<file path="config.mk">
export PLATFORM = sky130hd
export DESIGN_NAME = multi_sphere_trace_seq_flat
export DESIGN_NICKNAME = d
export VERILOG_FILES = /design/src/rtl/multi_sphere_trace_seq_pkg.sv /design/src/rtl/multi_sphere_trace_seq_if.sv /design/src/rtl/multi_sphere_trace_seq_pixel_counter.sv /design/src/rtl/multi_sphere_trace_seq.sv /design/src/flat_wrapper.sv
export SDC_FILE = /design/constraint.sdc
export NUM_CORES = 1
export LEC_CHECK = 0
export BUFFER_PORTS_ARGS = -buffer_cell sky130_fd_sc_hd__buf_2
export CAP_MARGIN = 20
export CORE_ASPECT_RATIO = 0.75
export CORE_UTILIZATION = 56
export DETAILED_ROUTE_END_ITERATION = 12
export PLACE_DENSITY = 0.84
export SYNTH_ARGS = -nofsm -noshare
export SYNTH_HDL_FRONTEND = slang
export SYNTH_HIERARCHICAL = 1
export SYNTH_SLANG_ARGS = --single-unit
</file>
<file path="constraint.sdc">
create_clock -name Clk -period 5.1 [get_ports Clk]
set_input_delay 0.51 -clock Clk [delete_from_list [all_inputs] [get_ports Clk]]
set_output_delay 0.51 -clock Clk [all_outputs]
set_load 0.01 [all_outputs]
</file>
<file path="src/rtl/multi_sphere_trace_seq_pkg.sv">
// rtl/multi_sphere_trace_seq_pkg.sv - shared types, defaults and FSM encoding for the ray-trace sequencer
package multi_sphere_trace_seq_pkg;

  typedef logic [9:0]  vector;
  typedef logic [31:0] fixed_real;
  typedef logic [23:0] color;

  localparam fixed_real T_MAX_DEFAULT = 32'h8FFF0000;
  localparam int        H_RES_DEFAULT = 640;
  localparam int        V_RES_DEFAULT = 480;

  typedef enum logic [2:0] {
    ST_IDLE,
    ST_RAY_WAIT,
    ST_SPH_ISSUE,
    ST_SPH_WAIT,
    ST_WRITE,
    ST_ADVANCE,
    ST_DONE
  } seq_state_e;

  // A single sphere still needs a one-bit select port.
  function automatic int sidx_width(input int n);
    return (n > 1) ? $clog2(n) : 1;
  endfunction

endpackage

</file>
<file path="src/rtl/multi_sphere_trace_seq_if.sv">
// rtl/multi_sphere_trace_seq_if.sv - collision-unit and frame-buffer handshake bundle
interface multi_sphere_trace_seq_if #(
  parameter int T_WIDTH = 32,
  parameter int SIDX_W  = 2
);
  import multi_sphere_trace_seq_pkg::*;

  vector               WriteX;
  vector               WriteY;
  logic [SIDX_W-1:0]   sph_idx;
  color                sph_col;
  logic                cd_req;
  logic [T_WIDTH-1:0]  cd_tbest;
  logic                cd_valid;
  logic                cd_collide;
  logic [T_WIDTH-1:0]  cd_tnew;
  logic                fb_we;
  logic                fb_ready;
  color                fb_color;

  modport master (
    output WriteX, WriteY, sph_idx, cd_req, cd_tbest, fb_we, fb_color,
    input  sph_col, cd_valid, cd_collide, cd_tnew, fb_ready
  );

  modport slave (
    input  WriteX, WriteY, sph_idx, cd_req, cd_tbest, fb_we, fb_color,
    output sph_col, cd_valid, cd_collide, cd_tnew, fb_ready
  );

endinterface

</file>
<file path="src/rtl/multi_sphere_trace_seq_pixel_counter.sv">
// rtl/multi_sphere_trace_seq_pixel_counter.sv - raster X/Y counter with clear, advance and last-pixel flag
module pixel_counter
  import multi_sphere_trace_seq_pkg::*;
#(
  parameter int H_RES = H_RES_DEFAULT,
  parameter int V_RES = V_RES_DEFAULT
) (
  input  logic  clk,
  input  logic  rst_n,
  input  logic  clr,
  input  logic  en,
  output vector x,
  output vector y,
  output logic  last
);

  vector x_q, x_d;
  vector y_q, y_d;
  logic  x_end;
  logic  y_end;

  assign x_end = (x_q == vector'(H_RES - 1));
  assign y_end = (y_q == vector'(V_RES - 1));

  // Advancing from the last pixel wraps both axes back to the origin.
  always_comb begin
    x_d = x_q;
    y_d = y_q;
    if (clr) begin
      x_d = '0;
      y_d = '0;
    end else if (en) begin
      if (!x_end) begin
        x_d = x_q + vector'(1);
      end else begin
        x_d = '0;
        y_d = y_end ? '0 : y_q + vector'(1);
      end
    end
  end

  always_ff @(posedge clk or negedge rst_n) begin
    if (!rst_n) begin
      x_q <= '0;
      y_q <= '0;
    end else begin
      x_q <= x_d;
      y_q <= y_d;
    end
  end

  assign x    = x_q;
  assign y    = y_q;
  assign last = x_end && y_end;

endmodule

</file>
<file path="src/rtl/multi_sphere_trace_seq.sv">
// rtl/multi_sphere_trace_seq.sv - per-pixel sequencer: ray wait, closest-hit sphere loop, frame-buffer write
module multi_sphere_trace_seq
  import multi_sphere_trace_seq_pkg::*;
#(
  parameter int                 NUM_SPHERES = 4,
  parameter int                 H_RES       = H_RES_DEFAULT,
  parameter int                 V_RES       = V_RES_DEFAULT,
  parameter int                 T_WIDTH     = 32,
  parameter logic [T_WIDTH-1:0] T_MAX       = T_WIDTH'(T_MAX_DEFAULT),
  parameter int                 RAY_LAT     = 2,
  parameter color               BG_COLOR    = 24'h000000
) (
  input  logic Clk,
  input  logic Reset_n,
  input  logic start,
  output logic busy,
  output logic frame_done,
  multi_sphere_trace_seq_if.master bus
);

  localparam int SIDX_W = sidx_width(NUM_SPHERES);
  localparam int LAT_W  = $clog2(RAY_LAT + 1) + 1;
  localparam logic [LAT_W-1:0] LAT_LAST = (RAY_LAT > 1) ? LAT_W'(RAY_LAT - 1) : '0;

  seq_state_e          state_q, state_d;
  logic [LAT_W-1:0]    lat_cnt_q, lat_cnt_d;
  logic [SIDX_W-1:0]   sph_idx_q, sph_idx_d;
  logic [T_WIDTH-1:0]  tbest_q, tbest_d;
  color                hit_col_q, hit_col_d;

  logic  pix_clr;
  logic  pix_en;
  logic  pix_last;
  logic  sph_last;
  logic  enter_ray;
  vector pix_x;
  vector pix_y;

  pixel_counter #(
    .H_RES (H_RES),
    .V_RES (V_RES)
  ) u_pixel_counter (
    .clk   (Clk),
    .rst_n (Reset_n),
    .clr   (pix_clr),
    .en    (pix_en),
    .x     (pix_x),
    .y     (pix_y),
    .last  (pix_last)
  );

  assign sph_last  = (sph_idx_q == SIDX_W'(NUM_SPHERES - 1));
  assign pix_clr   = (state_q == ST_IDLE) && start;
  assign pix_en    = (state_q == ST_ADVANCE);
  assign enter_ray = pix_clr || ((state_q == ST_ADVANCE) && !pix_last);

  always_ff @(posedge Clk or negedge Reset_n) begin
    if (!Reset_n) begin
      state_q <= ST_IDLE;
    end else begin
      state_q <= state_d;
    end
  end

  always_comb begin
    state_d = state_q;
    case (state_q)
      ST_IDLE:      if (start) state_d = ST_RAY_WAIT;
      ST_RAY_WAIT:  if (lat_cnt_q >= LAT_LAST) state_d = ST_SPH_ISSUE;
      ST_SPH_ISSUE: state_d = ST_SPH_WAIT;
      ST_SPH_WAIT:  if (bus.cd_valid) state_d = sph_last ? ST_WRITE : ST_SPH_ISSUE;
      ST_WRITE:     if (bus.fb_ready) state_d = ST_ADVANCE;
      ST_ADVANCE:   state_d = pix_last ? ST_DONE : ST_RAY_WAIT;
      ST_DONE:      state_d = ST_IDLE;
      default:      state_d = ST_IDLE;
    endcase
  end

  always_comb begin
    busy       = (state_q != ST_IDLE) && (state_q != ST_DONE);
    frame_done = (state_q == ST_DONE);
    bus.cd_req = (state_q == ST_SPH_ISSUE);
    bus.fb_we  = (state_q == ST_WRITE);
  end

  // Strict less-than lets the lower sphere index win a tie and rejects t == T_MAX.
  always_comb begin
    lat_cnt_d = lat_cnt_q;
    sph_idx_d = sph_idx_q;
    tbest_d   = tbest_q;
    hit_col_d = hit_col_q;
    if (enter_ray) begin
      lat_cnt_d = '0;
      sph_idx_d = '0;
      tbest_d   = T_MAX;
      hit_col_d = BG_COLOR;
    end else if (state_q == ST_RAY_WAIT) begin
      lat_cnt_d = lat_cnt_q + LAT_W'(1);
    end else if ((state_q == ST_SPH_WAIT) && bus.cd_valid) begin
      if (bus.cd_collide && (bus.cd_tnew < tbest_q)) begin
        tbest_d   = bus.cd_tnew;
        hit_col_d = bus.sph_col;
      end
      if (!sph_last) begin
        sph_idx_d = sph_idx_q + SIDX_W'(1);
      end
    end
  end

  always_ff @(posedge Clk or negedge Reset_n) begin
    if (!Reset_n) begin
      lat_cnt_q <= '0;
      sph_idx_q <= '0;
      tbest_q   <= T_MAX;
      hit_col_q <= BG_COLOR;
    end else begin
      lat_cnt_q <= lat_cnt_d;
      sph_idx_q <= sph_idx_d;
      tbest_q   <= tbest_d;
      hit_col_q <= hit_col_d;
    end
  end

  assign bus.WriteX   = pix_x;
  assign bus.WriteY   = pix_y;
  assign bus.sph_idx  = sph_idx_q;
  assign bus.cd_tbest = tbest_q;
  assign bus.fb_color = hit_col_q;

endmodule
</file>
<file path="src/flat_wrapper.sv">
// flat-port wrapper written by rule: the top's interface ports become plain ports
module multi_sphere_trace_seq_flat import multi_sphere_trace_seq_pkg::*;
#(
  parameter int                 NUM_SPHERES = 4,
  parameter int                 H_RES       = H_RES_DEFAULT,
  parameter int                 V_RES       = V_RES_DEFAULT,
  parameter int                 T_WIDTH     = 32,
  parameter logic [T_WIDTH-1:0] T_MAX       = T_WIDTH'(T_MAX_DEFAULT),
  parameter int                 RAY_LAT     = 2,
  parameter color               BG_COLOR    = 24'h000000
)
  (Clk, Reset_n, start, busy, frame_done, bus_WriteX, bus_WriteY, bus_sph_idx, bus_cd_req, bus_cd_tbest, bus_fb_we, bus_fb_color, bus_sph_col, bus_cd_valid, bus_cd_collide, bus_cd_tnew, bus_fb_ready);
  multi_sphere_trace_seq_if #(.T_WIDTH(T_WIDTH)) bus_i ();
  input  logic Clk;
  input  logic Reset_n;
  input  logic start;
  output logic busy;
  output logic frame_done;
  output wire logic [$bits(bus_i.WriteX)-1:0] bus_WriteX;
  output wire logic [$bits(bus_i.WriteY)-1:0] bus_WriteY;
  output wire logic [$bits(bus_i.sph_idx)-1:0] bus_sph_idx;
  output wire logic [$bits(bus_i.cd_req)-1:0] bus_cd_req;
  output wire logic [$bits(bus_i.cd_tbest)-1:0] bus_cd_tbest;
  output wire logic [$bits(bus_i.fb_we)-1:0] bus_fb_we;
  output wire logic [$bits(bus_i.fb_color)-1:0] bus_fb_color;
  input wire logic [$bits(bus_i.sph_col)-1:0] bus_sph_col;
  input wire logic [$bits(bus_i.cd_valid)-1:0] bus_cd_valid;
  input wire logic [$bits(bus_i.cd_collide)-1:0] bus_cd_collide;
  input wire logic [$bits(bus_i.cd_tnew)-1:0] bus_cd_tnew;
  input wire logic [$bits(bus_i.fb_ready)-1:0] bus_fb_ready;
  assign bus_WriteX = bus_i.WriteX;
  assign bus_WriteY = bus_i.WriteY;
  assign bus_sph_idx = bus_i.sph_idx;
  assign bus_cd_req = bus_i.cd_req;
  assign bus_cd_tbest = bus_i.cd_tbest;
  assign bus_fb_we = bus_i.fb_we;
  assign bus_fb_color = bus_i.fb_color;
  assign bus_i.sph_col = bus_sph_col;
  assign bus_i.cd_valid = bus_cd_valid;
  assign bus_i.cd_collide = bus_cd_collide;
  assign bus_i.cd_tnew = bus_cd_tnew;
  assign bus_i.fb_ready = bus_fb_ready;
  multi_sphere_trace_seq #(.NUM_SPHERES(NUM_SPHERES), .H_RES(H_RES), .V_RES(V_RES), .T_WIDTH(T_WIDTH), .T_MAX(T_MAX), .RAY_LAT(RAY_LAT), .BG_COLOR(BG_COLOR)) u_core (.Clk(Clk), .Reset_n(Reset_n), .start(start), .busy(busy), .frame_done(frame_done), .bus(bus_i));
endmodule
</file>
==> results.toml, run 1 <==
[run_status]
status = "finished clean"

[logic_synthesis]
avgSynthCellArea_um2 = 10.18
ys_warn_count = 6
syn_nets = 580
synth_async_sr_flop_share_pct = 100.0
ys.flop_type = "dfrtp_1"
synth.distinct_cells = 55
ys_ff_latch = 84
synthesis.area_mm2 = 0.004906
synth_enable_flop_cells = 0
syn_inst = 482
ys_seq_area_share_pct = 43.18

[die]
die_y_um = 83.06
rows = 29
coreArea_mm2 = 0.008491
die_w_um = 110.1
dieArea_mm2 = 0.009143
start_util_pct = 57.78
io_pins = 144

[timing]
worst_slack_ps = 2203
hold_viol = 0
finalCriticalPeriod_ps = 2897
skew_ps = 7.627
setup_viol = 0
relSlewSlack_pct = 47.11
worstMarginPinSlew_ps = 790.6
grt_setup_unrepaired = "false"
min_period_over_period_pct = 56.80
tns_ps = 0
clock.fmax_mhz = 345.2
slew_viol_final = 0

[global_route]
grt_pass1_wl_um = 18260
grt_max_degree = 85
antenna_found_initial = 0
grt_pass1_vias = 3951
grt_usage_pct = 25.63
grt-ovfl-total = 0

[power_and_ir_drop]
p_leak_nw = 3.223
ir_worst_vdd_v = 0.0003793
power_density_mw_per_mm2 = 512.9

[detailed_routing]
drt_pass1_iterations = 6
vias_per_cell = 5.411
finalWirelength_um = 11130
vias = 3988
ant_nets = 0
drtIter0Drc = 198
post-route-drc-count = 0
wire_per_inst_um = 15.10

[clock_network]
ctsRootBufferMaster = "clkbuf_16"
post_cts_buffers = 0
cts_tree = "built"
clk_latency_ps = 330
postCtsHoldBufs = 0
cts.clk_slew.worst_paths_ps = 70
cts.sink_count = 84
ctsResizeCount = 0
cts_made_buffers = 9
cts_buffer_depth = 2
h-tree-depth = 3

[cells_and_area]
syn_to_final_growth_pct = 23.13
fin_nets = 722
final_cell_mix = "buf_2 (142), dfrtp_1 (71), nor2_1 (54)"
final-instance-count-excl-fill = 737
layout-drive-gt1-share_pct = 30.37
design_area_mm2 = 0.006041
layout_commonest_cell = "buf_2"
num_antenna_cells = 0

[worst_hold_path]
hold_path.class = "in -> async"

[setup_path]
crit_type = "reg -> reg"
max_stage_delay_ps = 610
arrival_ps = 3110
crit_path_cell_trace = "inv_1 > ha_1 > nand4_1 > nor4_1 > nand2_1 > a21oi_1 > a2111oi_4 > buf_4 > mux2_1"
slowest_stage = "nor4_1"
cp.required_ps = 5320
endpoint_kind = "flip-flop"
cp_max_fo = 34
cp-start-kind = "flip-flop"
r2r_setup_slack_ps = 2200

[place]
place_area_mm2 = 0.005713
gp_congestion = 0.8773
portBuffers = 143
placedCellCount = 720
hpwl_um = 8163
place_worst_setup_slack_ps = 2148

[flow_run]
maxCapViolCount = 0
[flip-flops by register name (all words and copies together), names as in the netlist]
name	cells
u_core/lat_cnt_q	3
u_core/bus.sph_idx	2
u_core/bus.fb_color	24
u_core/u_pixel_counter/x	10
u_core/u_pixel_counter/y	10
u_core/bus.cd_tbest	32
u_core/state_q	3
[critical path, delay by kind of cell, from the launching register on]
kind,cells,cell delay (ps)
compound gates,2,330
fa+ha+maj,1,300
buf+inv,2,360
flops,1,540
mux,1,370
simple gates,3,860
[path summary, 6_finish.rpt]
check | startpoint | to | cells after the start
setup / recovery | u_core/bus.cd_tbest[31] | u_core/bus.fb_color[11] | 9
max in group asynchronous | Reset_n | u_core/bus.cd_tbest[26] | 2
hold / removal | Reset_n | u_core/bus.cd_tbest[14] | 1
min in group Clk | bus_sph_col[15] | u_core/bus.fb_color[15] | 2
hold reg to reg | u_core/bus.sph_idx[1] | u_core/bus.sph_idx[1] | 1
setup reg to reg | u_core/bus.cd_tbest[31] | u_core/bus.fb_color[11] | 9
[power by group]
group	internal [mW]	total (mW)	switching, mW	leakage [nW]
Combinational	0.599	1.30	0.702	2.00
Sequential	0.955	1.15	0.190	1.09
Clock	0.382	0.652	0.271	0.138
[final cells by class]
cell class	instances	area, um^2
repair buffers	149	783.3
multi-input cells	327	2505
flip-flops and latches	84	2118
well taps	108	135.1
clock inverters	7	75.07
clock buffers	9	225.2
inverters	53	198.9
fillers	677	2450
[per-layer routing]
layer	global-route usage, %	share of wire [%]	wire length (um)
met1	33.64	45	5001
met3	7.614	7.3	807
met2	40.63	47	5217
met5	0	0	0
met4	7.879	0.89	99
[through the flow]
stage / hold WS, ps / power [mW] / utilization [%]
floorplan: 214.4 / 1.969 / -
global placement: 509.5 / 2.372 / 67.29
CTS: 375.3 / 3.122 / 70.82
global route: 6.306 / 3.334 / 71.15
finish: 10.67 / 3.098 / 71.15
detailed placement: 519.5 / 2.447 / 67.29
[logic make-up after synthesis]
logic type                 after synthesis  share of synthesized area [%]
DFF                                     84                          43.18
AOI/OAI and AO/OA                       66                          9.207
and+or+nand+nor                        158                          17.62
muxes                                   58                          12.96
buffers and inverters                   71                          6.248
xor gates and xnor gates                 9                          1.607
adders and majority gates               36                          9.181
[cell usage after synthesis (9+ instances only)]
library cell  count  area, um^2
nand4_1           9       56.30
mux2i_1          14       140.1
nand3_1          10       50.05
dfstp_2          13       341.6
nand2_1          17       63.81
inv_1            53       198.9
dfrtp_1          71        1777
a21oi_1          20       100.1
mux2_1           43       484.2
nor2b_1          29       181.4
nor2_1           54       202.7
o21ai_0          11       55.05
ha_1             36       450.4
clkbuf_1         10       37.54
No activity file was read; power rests on OpenSTA's default activity.
==> inputs of run 2 (changes only) <==
--- a/config.mk
+++ b/config.mk
@@ -8,9 +8,9 @@
 export BUFFER_PORTS_ARGS = -buffer_cell sky130_fd_sc_hd__buf_2
 export CAP_MARGIN = 20
 export CORE_ASPECT_RATIO = 0.75
-export CORE_UTILIZATION = 56
+export CORE_UTILIZATION = 52
 export DETAILED_ROUTE_END_ITERATION = 12
-export PLACE_DENSITY = 0.84
+export PLACE_DENSITY = 0.79
 export SYNTH_ARGS = -nofsm -noshare
 export SYNTH_HDL_FRONTEND = slang
 export SYNTH_HIERARCHICAL = 1
==> constraint.sdc (replaced) <==
create_clock -name Clk -period 3 [get_ports Clk]
set_input_delay 0.3 -clock Clk [delete_from_list [all_inputs] [get_ports Clk]]
set_output_delay 0.3 -clock Clk [all_outputs]
set_load 0.01 [all_outputs]
==> results.toml, run 2 (synthesized netlist as in run 1, its figures left out) <==
[clock_network]
cts.sink_count = 84
clk_latency_ps = 340
h-tree-depth = 3
ctsResizeCount = 0
cts.clk_slew.worst_paths_ps = 60
cts_tree = "built"
cts_buffer_depth = 2
ctsRootBufferMaster = "clkbuf_16"
post_cts_buffers = 0
cts_made_buffers = 9

[cells_and_area]
largest_register_ffs = 32
layout-drive-gt1-share_pct = 30.60
nFillCells = 761
syn_to_final_growth_pct = 25.55
final_cell_mix = "buf_2 (142), dfrtp_1 (71), nor2_1 (54)"
num_antenna_cells = 0
fin_nets = 727
layout_commonest_cell = "buf_2"

[detailed_routing]
vias = 4035
drt_pass1_iterations = 4
vias_per_cell = 5.295
ant_nets = 0
drtIter0Drc = 218
post-route-drc-count = 0
finalWirelength_um = 11580
wire_per_inst_um = 15.19

[die]
die_y_um = 86.12
coreArea_mm2 = 0.009084
dieArea_mm2 = 0.009831
io_pins = 144
rows = 30
start_util_pct = 54.01
die_w_um = 114.2

[flow_run]
maxCapViolCount = 0

[power_and_ir_drop]
comb_power_share_pct = 42.9
clkPwrFrac_pct = 22.3
switchingPower_mw = 1.972
power_density_mw_per_mm2 = 881.4
ir_worst_vdd_v = 0.0004716
intPower_mw = 3.457
seq_power_share_pct = 34.8
swShare_pct = 36.32
p_leak_nw = 3.273

[global_route]
grt-ovfl-total = 0
grt_pass1_wl_um = 18510
grt_max_degree = 85
grt_pass1_vias = 3916
grt_usage_pct = 24.13
antenna_found_initial = 0

[timing]
clock.fmax_mhz = 368.8
grt_setup_unrepaired = "false"
tns_ps = 0
fin_hold_ws_ps = 175.1
skew_ps = 10.02
min_period_over_period_pct = 90.39
hold_viol = 0
setup_viol = 0
relSlewSlack_pct = 58.46
worstMarginPinSlew_ps = 621.0
slew_viol_final = 0
finalCriticalPeriod_ps = 2712

[setup_path]
rr_startpoint = "u_core/bus.cd_tbest[31]"
reg2reg_to = "u_core/bus.cd_tbest[15]"
crit_start = "u_core/bus.cd_tbest[31]"
crit_end = "u_core/bus.cd_tbest[15]"
crit_type = "reg -> reg"
cp-start-kind = "flip-flop"
endpoint_kind = "flip-flop"
cp.required_ps = 3210
r2r_setup_slack_ps = 290
cp_max_fo = 23
reg2reg_depth = 9
arrival_ps = 2920

[worst_hold_path]
worstHoldPathCells = 2
hold_path.class = "in -> reg"

[run_status]
status = "finished clean"

[place]
portBuffers = 143
hpwl_um = 8201
gp_congestion = 0.8431
[run 2: cell types whose count changed in the layout (fill, tap and decap cells not counted), sizes merged]
cell | previous run | this run
inv | 55 | 53
clkinvlp | 3 | 1
bufinv | 1 | 2
clkbuf | 9 | 12
dlygate4sd3 | 0 | 1
buf | 149 | 153
[run 2: power by group through the flow]
stage	registers [mW]	logic (mW)	clock network, mW
after floorplan	2.08	1.27	0
after global placement	1.87	2.21	0
after detailed placement	1.89	2.31	0
after CTS	1.89	2.33	1.25
after global routing	1.94	2.60	1.29
final	1.89	2.33	1.21
[run 2: worst max-delay path: stages, from the launching register on]
cell and delay [ps]:
dfstp_2 540, inv_1 40, ha_1 290, o21ai_0 80, nor2_1 60, nor4b_1 310, o31ai_1 170, a2111oi_4 320
buf_4 410, mux2_1 370
[run 2: what timing repair did]
item                                    in CTS  in global routing
hold buffers                                 0                  1
endpoints found under the hold margin        0                 10
endpoints found under the setup margin       0                  0
[run 2: routing by layer]
layer / track usage (%) / vias to the layer above / routed length [um] / part of all wire, %
met5: 0 / - / 0 / 0
met4: 6.966 / 0 / 96 / 0.83
met3: 8.057 / 9 / 826 / 7.1
met2: 38.07 / 139 / 5361 / 46
met1: 31.73 / 1938 / 5291 / 46
li1: - / 1949 / - / -
[run 2: worst min-delay path by stage]
stage | startpoint | to | slack, ps
2_1_floorplan | Reset_n | u_core/bus.cd_tbest[0] | 4
3_3_place_gp | u_core/bus.sph_idx[1] | u_core/bus.sph_idx[1] | 510
3_5_place_dp | u_core/bus.sph_idx[1] | u_core/bus.sph_idx[1] | 520
4_1_cts | bus_cd_tnew[17] | u_core/bus.cd_tbest[17] | 160
5_1_grt | bus_sph_col[19] | u_core/bus.fb_color[19] | 170
6_report | bus_sph_col[17] | u_core/bus.fb_color[17] | 180
[run 2: metrics by stage]
step                      setup WS [ps]  cell area (um^2)  std cells  power [mW]  util, %
after floorplan                   539.8              4906        482       3.348        -
after global placement            363.2              5793        744       4.085    63.77
after detailed placement          310.0              5793        744       4.201    63.77
after CTS                         282.2              6122        760       5.462    67.40
after global routing              56.39              6160        762       5.831    67.81
final                             288.2              6160        762       5.429    67.81
[run 2: area by class of cell]
type / count / area (um^2) / area share, %
Multi-Input combinational cell: 327 / 2505 / 40.67
Sequential cell: 84 / 2118 / 34.39
Timing Repair Buffer: 154 / 848.3 / 13.77
Clock buffer: 12 / 256.5 / 4.164
Inverter: 53 / 198.9 / 3.230
Tap cell: 128 / 160.2 / 2.600
Clock inverter: 4 / 72.57 / 1.178
==> inputs of run 3 (changes only) <==
--- a/config.mk
+++ b/config.mk
@@ -7,7 +7,7 @@
 export LEC_CHECK = 0
 export BUFFER_PORTS_ARGS = -buffer_cell sky130_fd_sc_hd__buf_2
 export CAP_MARGIN = 20
-export CORE_ASPECT_RATIO = 0.75
+export CORE_ASPECT_RATIO = 1.2
 export CORE_UTILIZATION = 52
 export DETAILED_ROUTE_END_ITERATION = 12
 export PLACE_DENSITY = 0.79
==> results.toml, run 3 (synthesized netlist as in run 1, its figures left out) <==
[run_status]
status = "finished clean"

[global_route]
grt_max_degree = 85
grt_pass1_vias = 4057
grt_pass1_wl_um = 18400
antenna_found_initial = 0
grt_usage_pct = 23.62
grt-ovfl-total = 0

[worst_hold_path]
hold_path.class = "in -> reg"
worstHoldPathCells = 2
min_to = "u_core/bus.fb_color[15]"
hp-start = "bus_sph_col[15]"

[timing]
relSlewSlack_pct = 44.94
hold_viol = 0
slew_viol_final = 0
skew_ps = 8.837
tns_ps = 0
finalCriticalPeriod_ps = 2663
clock.fmax_mhz = 375.6
grt_setup_unrepaired = "false"
worstMarginPinSlew_ps = 814.5
min_period_over_period_pct = 88.75
setup_viol = 0
fin_hold_ws_ps = 156.4

[cells_and_area]
design_area_mm2 = 0.006001
nFillCells = 746
final_cell_mix = "buf_2 (142), dfrtp_1 (71), nor2_1 (54)"
layout-drive-gt1-share_pct = 30.39
fin_util_pct = 66.08
fin_nets = 728
num_antenna_cells = 0
layout_commonest_cell = "buf_2"
syn_to_final_growth_pct = 22.32
largest_register_ffs = 32

[die]
rows = 38
die_w_um = 90.67
dieArea_mm2 = 0.009829
die_y_um = 108.4
io_pins = 144
start_util_pct = 54.02
coreArea_mm2 = 0.009081

[clock_network]
ctsRootBufferMaster = "clkbuf_8"
post_cts_buffers = 0
cts_made_buffers = 9
clk_latency_ps = 350
h-tree-depth = 3
cts.clk_slew.worst_paths_ps = 80
cts.sink_count = 84
cts_tree = "built"
cts_buffer_depth = 2

[flow_run]
maxCapViolCount = 0

[detailed_routing]
ant_nets = 0
wire_per_inst_um = 14.73
drtIter0Drc = 181
post-route-drc-count = 0
drt_pass1_iterations = 4
vias_per_cell = 5.303
finalWirelength_um = 11120
vias = 4004

[setup_path]
cp.required_ps = 3230
crit_type = "reg -> reg"
reg2reg_to = "u_core/bus.fb_color[8]"
arrival_ps = 2890
rr_startpoint = "u_core/bus.cd_tbest[1]"
cp_max_fo = 16
reg2reg_depth = 8
r2r_setup_slack_ps = 340
cp-start-kind = "flip-flop"
endpoint_kind = "flip-flop"

[power_and_ir_drop]
power.total_mw = 4.913
swShare_pct = 38.46
comb_power_share_pct = 46.8
switchingPower_mw = 1.890
p_leak_nw = 3.210
power_density_mw_per_mm2 = 818.7
intPower_mw = 3.023
seq_power_share_pct = 38.3
ir_worst_vdd_v = 0.0002959
clkPwrFrac_pct = 14.8

[place]
portBuffers = 143
gp_congestion = 0.8190
hpwl_um = 8301
place_area_mm2 = 0.005791
[run 3: timing repair]
action,CTS,global route
hold endpoints to repair,0,14
hold buffers,0,1
gates resized for setup,0,0
[run 3: power groups by stage]
stage | clock network, mW | registers, mW | logic [mW]
global route | 0.797 | 1.94 | 2.57
detailed placement | 0 | 1.91 | 2.31
floorplan | 0 | 2.08 | 1.27
finish | 0.729 | 1.88 | 2.30
global placement | 0 | 1.88 | 2.19
CTS | 0.763 | 1.89 | 2.32
[run 3: layout make-up]
class	count	area [um^2]	area share (%)
inverters	53	198.9	3.315
well taps	120	150.1	2.502
flip-flops and latches	84	2118	35.30
repair buffers	155	855.8	14.26
clock buffers	14	162.7	2.711
multi-input cells	327	2505	41.74
clock inverters	2	10.01	0.1668
[run 3: per-stage QoR]
stage / cells / worst slack (ps)
after floorplan: 482 / 539.8
after global placement: 737 / 368.8
after detailed placement: 737 / 327.0
after CTS: 753 / 316.7
after global routing: 755 / 173.9
final: 755 / 337.4
[run 3: worst max-delay path: stages, from the launching register on]
cell and delay (ps):
dfrtp_1 360, inv_1 60, ha_1 280, a2111o_1 360, a32oi_1 250, a21oi_1 150, a2111oi_4 400, buf_4 330
mux2_1 360
[run 3: worst max-delay path by stage]
stage                                  startpoint                      end  slack [ps]  cells past startpoint
after detailed placement           bus_cd_tnew[1]   u_core/bus.fb_color[8]         330                      8
after global placement             bus_cd_tnew[1]   u_core/bus.fb_color[9]         370                      8
final                      u_core/bus.cd_tbest[1]   u_core/bus.fb_color[8]         340                      8
after global routing       u_core/bus.cd_tbest[1]   u_core/bus.fb_color[2]         170                      8
after floorplan           u_core/bus.cd_tbest[31]  u_core/bus.cd_tbest[10]         540                     10
after CTS                  u_core/bus.cd_tbest[1]   u_core/bus.fb_color[8]         320                      8
[run 3: routing by layer]
layer | part of all wire, % | global-route usage [%] | up-vias
met4 | 1.9 | 11.64 | 0
met3 | 4.7 | 3.516 | 19
met2 | 53 | 41.94 | 127
met5 | 0 | 0 | -
met1 | 41 | 28.00 | 1906
li1 | - | - | 1952
